===== config.mk =====
export PLATFORM = sky130hd
export DESIGN_NAME = clock_divider_multi
export DESIGN_NICKNAME = d
export VERILOG_FILES = /design/src/rtl/clock_divider_multi.sv
export SDC_FILE = /design/constraint.sdc
export NUM_CORES = 1
export LEC_CHECK = 0
export ABC_AREA = 1
export CAP_MARGIN = 5
export CORE_MARGIN = 4
export CORE_UTILIZATION = 45
export CTS_CLUSTER_SIZE = 30
export DETAILED_ROUTE_END_ITERATION = 6
export PLACE_DENSITY = 0.6
export SKIP_LAST_GASP = 1
export SYNTH_ARGS = -nofsm -noshare
export SYNTH_HDL_FRONTEND = slang
export SYNTH_SLANG_ARGS = --single-unit

===== constraint.sdc =====
create_clock -name ref_clock -period 2.4 [get_ports ref_clock]
set_input_delay 0.6 -clock ref_clock [delete_from_list [all_inputs] [get_ports ref_clock]]
set_output_delay 0.6 -clock ref_clock [all_outputs]
set_load 0.1 [all_outputs]

===== src/rtl/clock_divider_multi.sv =====
// Multi-channel programmable divider. Each channel has shadow settings that are applied at a period boundary.
// Defining CLKDIV_SYNC_EN enables sync_in realignment; when it is undefined, sync_in is ignored.
module clock_divider_multi #(
  parameter int CHANNELS   = 2,
  parameter int CNT_W      = 8,
  parameter int RESET_DIV  = 5,
  parameter int RESET_HIGH = 2,
  localparam int CH_W      = (CHANNELS > 1) ? $clog2(CHANNELS) : 1
) (
  input  logic                ref_clock,
  input  logic                reset_n,
  input  logic                cfg_valid,
  output logic                cfg_ready,
  input  logic [CH_W-1:0]     cfg_chan,
  input  logic [CNT_W-1:0]    cfg_div,
  input  logic [CNT_W-1:0]    cfg_high,
  input  logic [CHANNELS-1:0] enable,
  input  logic                sync_in,
  output logic [CHANNELS-1:0] clk_out,
  output logic [CHANNELS-1:0] tick
);

  localparam logic [CNT_W-1:0] ONE        = CNT_W'(1);
  localparam logic [CNT_W-1:0] TWO        = CNT_W'(2);
  localparam logic [CNT_W-1:0] DIV_INIT   = CNT_W'(RESET_DIV);
  localparam logic [CNT_W-1:0] HIGH_INIT  = CNT_W'(RESET_HIGH);

  logic [CHANNELS-1:0] pending;
  logic [CNT_W-1:0]    div_clamped;
  logic [CNT_W-1:0]    high_clamped;

  // Clamp so that every accepted setting still produces a toggling output.
  always_comb begin
    div_clamped  = (cfg_div < TWO) ? TWO : cfg_div;
    high_clamped = (cfg_high == '0) ? ONE : cfg_high;
    if (high_clamped >= div_clamped) begin
      high_clamped = div_clamped - ONE;
    end
  end

  always_comb begin
    cfg_ready = 1'b1;
    for (int i = 0; i < CHANNELS; i++) begin
      if (cfg_chan == CH_W'(i)) begin
        cfg_ready = !pending[i];
      end
    end
  end

`ifndef CLKDIV_SYNC_EN
  logic sync_unused;
  assign sync_unused = sync_in;
`endif

  for (genvar gi = 0; gi < CHANNELS; gi++) begin : g_chan
    logic [CNT_W-1:0] cnt_reg;
    logic [CNT_W-1:0] div_a_reg;
    logic [CNT_W-1:0] high_a_reg;
    logic [CNT_W-1:0] div_s_reg;
    logic [CNT_W-1:0] high_s_reg;
    logic             pending_reg;
    logic             clk_reg;
    logic             tick_reg;
    logic             accept;
    logic             period_end;
    logic             force_start;
    logic             apply;

    assign accept     = cfg_valid && !pending_reg && (cfg_chan == CH_W'(gi));
    assign period_end = enable[gi] && (cnt_reg == div_a_reg - ONE);
`ifdef CLKDIV_SYNC_EN
    assign force_start = sync_in && enable[gi];
`else
    assign force_start = 1'b0;
`endif
    // A disabled channel has no period in progress, so it may switch ratio at any time.
    assign apply = pending_reg && (!enable[gi] || period_end || force_start);

    always_ff @(posedge ref_clock or negedge reset_n) begin
      if (!reset_n) begin
        div_a_reg   <= DIV_INIT;
        high_a_reg  <= HIGH_INIT;
        div_s_reg   <= DIV_INIT;
        high_s_reg  <= HIGH_INIT;
        pending_reg <= 1'b0;
      end else if (apply) begin
        div_a_reg   <= div_s_reg;
        high_a_reg  <= high_s_reg;
        pending_reg <= 1'b0;
      end else if (accept) begin
        div_s_reg   <= div_clamped;
        high_s_reg  <= high_clamped;
        pending_reg <= 1'b1;
      end
    end

    // The realign edge acts as the cnt==0 edge of a fresh period.
    always_ff @(posedge ref_clock or negedge reset_n) begin
      if (!reset_n) begin
        cnt_reg  <= '0;
        clk_reg  <= 1'b0;
        tick_reg <= 1'b0;
      end else if (!enable[gi]) begin
        cnt_reg  <= '0;
        clk_reg  <= 1'b0;
        tick_reg <= 1'b0;
      end else if (force_start) begin
        cnt_reg  <= ONE;
        clk_reg  <= 1'b1;
        tick_reg <= 1'b1;
      end else begin
        clk_reg  <= (cnt_reg < high_a_reg);
        tick_reg <= (cnt_reg == '0);
        cnt_reg  <= period_end ? '0 : cnt_reg + ONE;
      end
    end

    assign pending[gi] = pending_reg;
    assign clk_out[gi] = clk_reg;
    assign tick[gi]    = tick_reg;
  end

endmodule


==> results of run 1 <==
metrics by stage:
stage | cell area (sq um) | setup TNS, ps | setup WS (ps) | power (mW)
after detailed placement | 5500 | -5940 | -414 | 4.67
after floorplan | 4880 | 0 | 16.6 | 4.09
after CTS | 5730 | 0 | 3.91 | 5.81
after global placement | 5500 | -5560 | -403 | 4.59
after global routing | 5880 | -10.3 | -10.1 | 6.33
final | 5880 | 0 | 105 | 5.81
placed cells by master (no fill, tap or decap), types with 3 or more instances in the layout:
cell,n
nand2_2,7
nand4_1,10
nand2_1,175
nor3_2,3
a21oi_1,14
nand3_2,15
buf_4,46
nor2_2,4
clkbuf_8,10
dlymetal6s2s_1,4
buf_6,3
xor2_1,12
ha_1,28
nand2_4,5
dfstp_2,12
nor3_1,11
inv_1,72
nor4_1,3
clkdlybuf4s50_1,16
dfrtp_1,74
nand3_1,58
nor2_1,45
xnor2_1,9
buf_12,3
o21ai_0,21
worst reg2reg max path, cell delays in order, from the launching register on:
cell	delay, ps
dfstp_2	580
inv_1	70
ha_1	310
nand2_1	70
inv_1	30
nor2_1	70
nand2_1	50
nor2_1	90
nand3_1	70
nor2_1	120
nand3_2	130
nand2_4	130
buf_4	170
nand3_1	120
nand2_1	90
cells in the mapped netlist:
cell type / number
nand2_1: 183
dfrtp_1: 74
inv_1: 74
nand3_1: 70
nor2_1: 47
ha_1: 29
o21ai_0: 24
a21oi_1: 14
clkbuf_1: 14
dfstp_2: 12
nor3_1: 12
xor2_1: 12
nand4_1: 10
xnor2_1: 9
buf_4: 7
buf_6: 4
nand3_2: 4
nor4_1: 3
a21boi_0: 2
a31oi_1: 2
nand2_2: 2
nand2_4: 2
nor2_2: 2
nor3_2: 2
o211ai_1: 2
clkbuf_2: 1
nor3b_1: 1
o21ai_4: 1
o31ai_1: 1
what timing repair did:
action | 4_1_cts | 5_1_grt
pin swaps | 0 | 27
setup buffers | 0 | 3
resized for setup | 4 | 36
endpoints found under the setup margin | 8 | 32
hold buffers | 0 | 0
layout make-up:
type                       count  area share, %
clock buffer                  11           2.40
clock inverter                 5           1.40
sequential                    86           36.8
tap                          136           2.89
inverter                      74           4.72
multi-input combinational    434           40.7
timing repair buffer          72           11.0
per-layer routing:
metal	GRT usage (%)	vias up	part of all wire, %
li1	-	2096	-
met1	25.6	1842	48
met2	29.0	72	47
met3	3.07	17	3.9
met4	4.89	0	1.6
met5	0	-	0
path summary, 6_finish.rpt:
path,end,cells past startpoint
max in group asynchronous,g_chan[0].div_a_reg[0]$_DFFE_PN1P_,2
hold / removal,g_chan[1].div_s_reg[1]$_DFFE_PN0P_,1
setup / recovery,g_chan[1].high_s_reg[1]$_DFFE_PN1P_,16
min in group ref_clock,g_chan[1].high_a_reg[1]$_DFFE_PN1P_,2
hold reg to reg,g_chan[1].high_a_reg[1]$_DFFE_PN1P_,2
setup reg to reg,g_chan[1].high_a_reg[7]$_DFFE_PN0P_,14
where the power goes:
part | total (mW) | internal, mW | switching, mW
combinational | 2.25 | 0.857 | 1.40
clock | 1.13 | 0.617 | 0.508
sequential | 2.43 | 2.05 | 0.380
total | 5.81 | 3.53 | 2.29
logic make-up (layout without fill, tap and decap cells):
logic type      after synthesis  after routing  synth area share, %
xor+xnor                     21             21                 3.77
fa+ha+maj                    29             29                 7.45
simple gates                338            338                 30.2
flops                        86             86                 44.5
buf+inv                     100            162                 8.88
compound gates               46             46                 5.26
==> flow_summary.yaml, run 1 <==
yosys:
  syn_area_sq_um: 4870
  ys_seq_area_share_pct: 44.5
  yosysTopAreaCell: "dfrtp_1"
  yosys_warnings: 0
  syn_avg_cell_area_sq_um: 7.86
  yosys.cell_types.count: 29
  synth_top_area_share_pct: 38.0
  synthTopCellsByArea: "dfrtp_1 (38%), nand2_1 (14%), ha_1 (7.4%)"
  synth_nets: 672
  synthCells: 620
  ys_seq_elements: 86
clocking:
  clock_latency_ps: 350
  ctsLongestPathBuffers: 2
  cts_tree: "yes"
  clk_pin_slew_ps: 80
  cts-root-buf: "clkbuf_8"
  numClockSinks: 86
  htree_levels: 3
  numCtsBuffers: 9
placement:
  placedCellCount: 799
  place.gp.congestion: 0.869
  port_buffers: 26
  hpwlAfterDp_microns: 8390
sta:
  finClkSkew_ps: 11.0
  layout_min_cycle_time_ps: 2300
  hold_viol: 0
  drv_slew: 0
  setup_violations: 0
  slew_headroom_pct: 56.4
  fmax_ghz: 0.436
  worst_pin_slew_ps: 653
  fin_crit_sh_pct: 95.6
  hold_slack_ps: 202
hold_path:
  hp-class: "primary input to asynchronous set/reset pin"
global_route:
  antenna_found_initial: 0
  grt_pass1_vias: 3969
  grt_overflow: 0
  grt_pass1_wl_microns: 18800
  grt_max_degree: 39
  grt_usage_pct: 18.1
critical_path:
  cp_slowest_cell: "clkdlybuf4s50_1"
  critPathBufInv: 4
  cpMostUsedCell: "nand2_2"
  cp_max_fo: 5
  end_kind: "flip-flop"
  critPathLaunch: "cfg_div[2]"
  crit_required_ps: 2690
  r2r_slack_ps: 230
  critPathLaunchType: "primary input"
  crit_chain: "clkdlybuf4s50_1 > nor2_2 > nand3_2 > inv_2 > nor2_1 > ha_1 > inv_1 > nor2_1 > o21ai_1 > nand2_1 > nand2_2 > nand3_4 > buf_6 > nand2_2 > nand3_2 > nand2_2"
  crit_type: "primary input to flip-flop"
  crit_family: "simple AND/OR/NAND/NOR gates"
  cp_slowest_stage_delay_ps: 440
  reg2reg_from: "g_chan[1].div_a_reg[0]$_DFFE_PN1P_"
  crit_arrival_ps: 2590
floorplanning:
  row_count: 37
  dieHeight_microns: 112
  io_pins: 28
  start_util_pct: 46.8
  die_x_microns: 112
  core_sq_um: 10400
  die_area_sq_um: 12600
cells_and_area:
  diodes: 0
  final_util_pct: 56.5
  multi_input_area_sq_um: 2400
  regArea_sq_um: 2170
  area_delta_synth_final_pct: 20.7
  instances_no_fill: 818
  fillCellCount: 1036
  nNetsFinal: 729
  drive_above_1_share_pct: 17.6
routing:
  routedWlPerCell_microns: 13.4
  viasPerCell: 4.92
  postRouteAntennaNets: 0
  drc: 0
  num_vias: 4027
  routed_wl_microns: 11000
  first_pass_iters: 4
  first_iter_violations: 211
power:
  p_per_area_nw_per_um2: 988
  p_leak_nw: 3.06
  irDropWorstVdd_v: 0.000335
job:
  cap_viol_max_count: 0
outcome:
  status: "finished clean"
Power figures use the tool's default switching activity.
==> inputs of run 2 (changes only) <==
Settings changed: CORE_UTILIZATION 45 to 60, PLACE_DENSITY 0.6 to 0.8, SLEW_MARGIN from default to 0.
==> run 2 against run 1 <==
  * Combinational power about the same
  * Total power down 3.0%
  * Via count up 4.4%
  * Utilization up 17 points
  * Critical path type unchanged
  * Critical endpoint is now g_chan[1].high_s_reg[5]$_DFFE_PN0P_
==> flow_summary.yaml, run 2 (synthesized netlist as in run 1, its figures left out) <==
outcome:
  status: "finished clean"
cells_and_area:
  nNetsFinal: 726
  final_util_pct: 73.2
  final_cell_mix: "nand2_1 (181), dfrtp_1 (74), inv_1 (71)"
  area_delta_synth_final_pct: 17.3
  stdcell_area_sq_um: 5720
  regArea_sq_um: 2170
  drive_above_1_share_pct: 16.3
  multi_input_area_sq_um: 2350
  diodes: 0
  mostFrequentLayoutCell: "nand2_1"
  fillCellCount: 593
clocking:
  ctsLongestPathBuffers: 2
  numClockSinks: 86
  numCtsBuffers: 9
  cts-root-buf: "clkbuf_8"
  htree_levels: 3
  cts_hold_buffers: 0
  clk_pin_slew_ps: 80
  clock_latency_ps: 370
  cts_tree: "yes"
placement:
  post_dp_cell_area_sq_um: 5400
  port_buffers: 26
  hpwlAfterDp_microns: 8050
  place.gp.congestion: 0.922
global_route:
  grt_pass1_wl_microns: 18700
  antenna_found_initial: 0
  grt_usage_pct: 23.7
  grt_pass1_vias: 4086
  grt_max_degree: 51
  grt_overflow: 0
floorplanning:
  die_x_microns: 98.1
  core_sq_um: 7810
  io_pins: 28
  die_area_sq_um: 9630
  start_util_pct: 62.4
  row_count: 32
  dieHeight_microns: 98.1
power:
  irDropWorstVdd_v: 0.000503
  p_leak_nw: 3.02
  p_per_area_nw_per_um2: 986
  finalPower_mw: 5.64
sta:
  drv_slew: 0
  layout_min_cycle_time_ps: 2380
  hold_slack_ps: 190
  fin_crit_sh_pct: 99.4
  setup_violations: 0
  worst_pin_slew_ps: 667
  finClkSkew_ps: 13.2
  hold_viol: 0
  tns_ps: 0
  fmax_ghz: 0.419
  slew_headroom_pct: 55.5
routing:
  routedWlPerCell_microns: 13.9
  m1WireLength_microns: 4820
  first_pass_iters: 5
  routed_wl_microns: 10800
  postRouteAntennaNets: 0
  routed-wl-met3_microns: 415
  met2_wirelength_microns: 5430
  drc: 0
  maxUsedRoutingLayer: "met4"
  viasPerCell: 5.38
  first_iter_violations: 189
  num_vias: 4205
critical_path:
  critPathLaunchType: "primary input"
  crit_arrival_ps: 2630
  cp_max_fo: 2
  crit_type: "primary input to flip-flop"
  end_kind: "flip-flop"
  crit_required_ps: 2650
job:
  cap_viol_max_count: 0
hold_path:
  hp-class: "primary input to asynchronous set/reset pin"
-- run 2: cell count changes in the layout (fill, tap and decap cells not counted), moves of 2 or more --
cell       delta
bufinv_16     -2
clkinv_4      -2
inv_6         +5
nand2_1       +6
nand2_2       -4
nand2_4       -2
-- run 2: path summary, 6_finish.rpt --
check	slack (ps)	from	depth (start not counted)	end
max reg2reg	210	g_chan[0].div_a_reg[0]$_DFFE_PN1P_	12	g_chan[0].div_a_reg[5]$_DFFE_PN0P_
min in group ref_clock	470	g_chan[1].high_a_reg[1]$_DFFE_PN1P_	2	g_chan[1].high_a_reg[1]$_DFFE_PN1P_
min reg2reg	470	g_chan[1].high_a_reg[1]$_DFFE_PN1P_	2	g_chan[1].high_a_reg[1]$_DFFE_PN1P_
max in group asynchronous	1540	reset_n	2	g_chan[0].high_s_reg[1]$_DFFE_PN1P_
min	190	reset_n	1	g_chan[1].cnt_reg[2]$_DFF_PN0_
max	20	cfg_div[3]	14	g_chan[1].high_s_reg[5]$_DFFE_PN0P_
-- run 2: critical path, cell delays in order --
cell and delay [ps]:
clkdlybuf4s50_1 460, nor2_2 130, nand3_1 150, buf_4 170, buf_4 120, buf_4 120, buf_4 120, buf_4 120
buf_4 120, nand4_1 100, xor2_1 190, nand2_1 120, nand3_2 80, nand2_1 50
-- run 2: report_power, final --
group | leakage (nW) | total [mW] | internal (mW) | switching (mW)
Sequential | 1.07 | 2.45 | 2.05 | 0.400
Combinational | 1.85 | 2.24 | 0.837 | 1.40
Clock | 0.0952 | 0.946 | 0.391 | 0.555
Total | 3.02 | 5.64 | 3.28 | 2.36
-- run 2: layout make-up --
cell class              instances  share of cell area (%)
well taps                     102                    2.23
multi-input cells             434                    41.2
repair buffers                 69                    10.7
flip-flops and latches         86                    37.9
clock buffers                   9                    2.17
inverters                      74                    4.86
clock inverters                 7                   0.941
-- run 2: repair_timing --
item                                   CTS  global route
buffers inserted                         5             1
pin swaps                                2             8
endpoints found under the hold margin    0             0
setup endpoints to repair               16            17
resized for setup                        9            20
-- run 2: layer usage --
metal	track usage (%)	up-vias
li1	-	2087
met3	3.86	15
met4	7.14	0
met1	31.4	2015
met2	40.1	88
met5	0	-
-- run 2: per-stage QoR --
stage	setup slack (ps)	cells
floorplan	16.6	620
global placement	-329	759
detailed placement	-444	759
CTS	11.9	780
global route	-146	781
finish	15.4	781
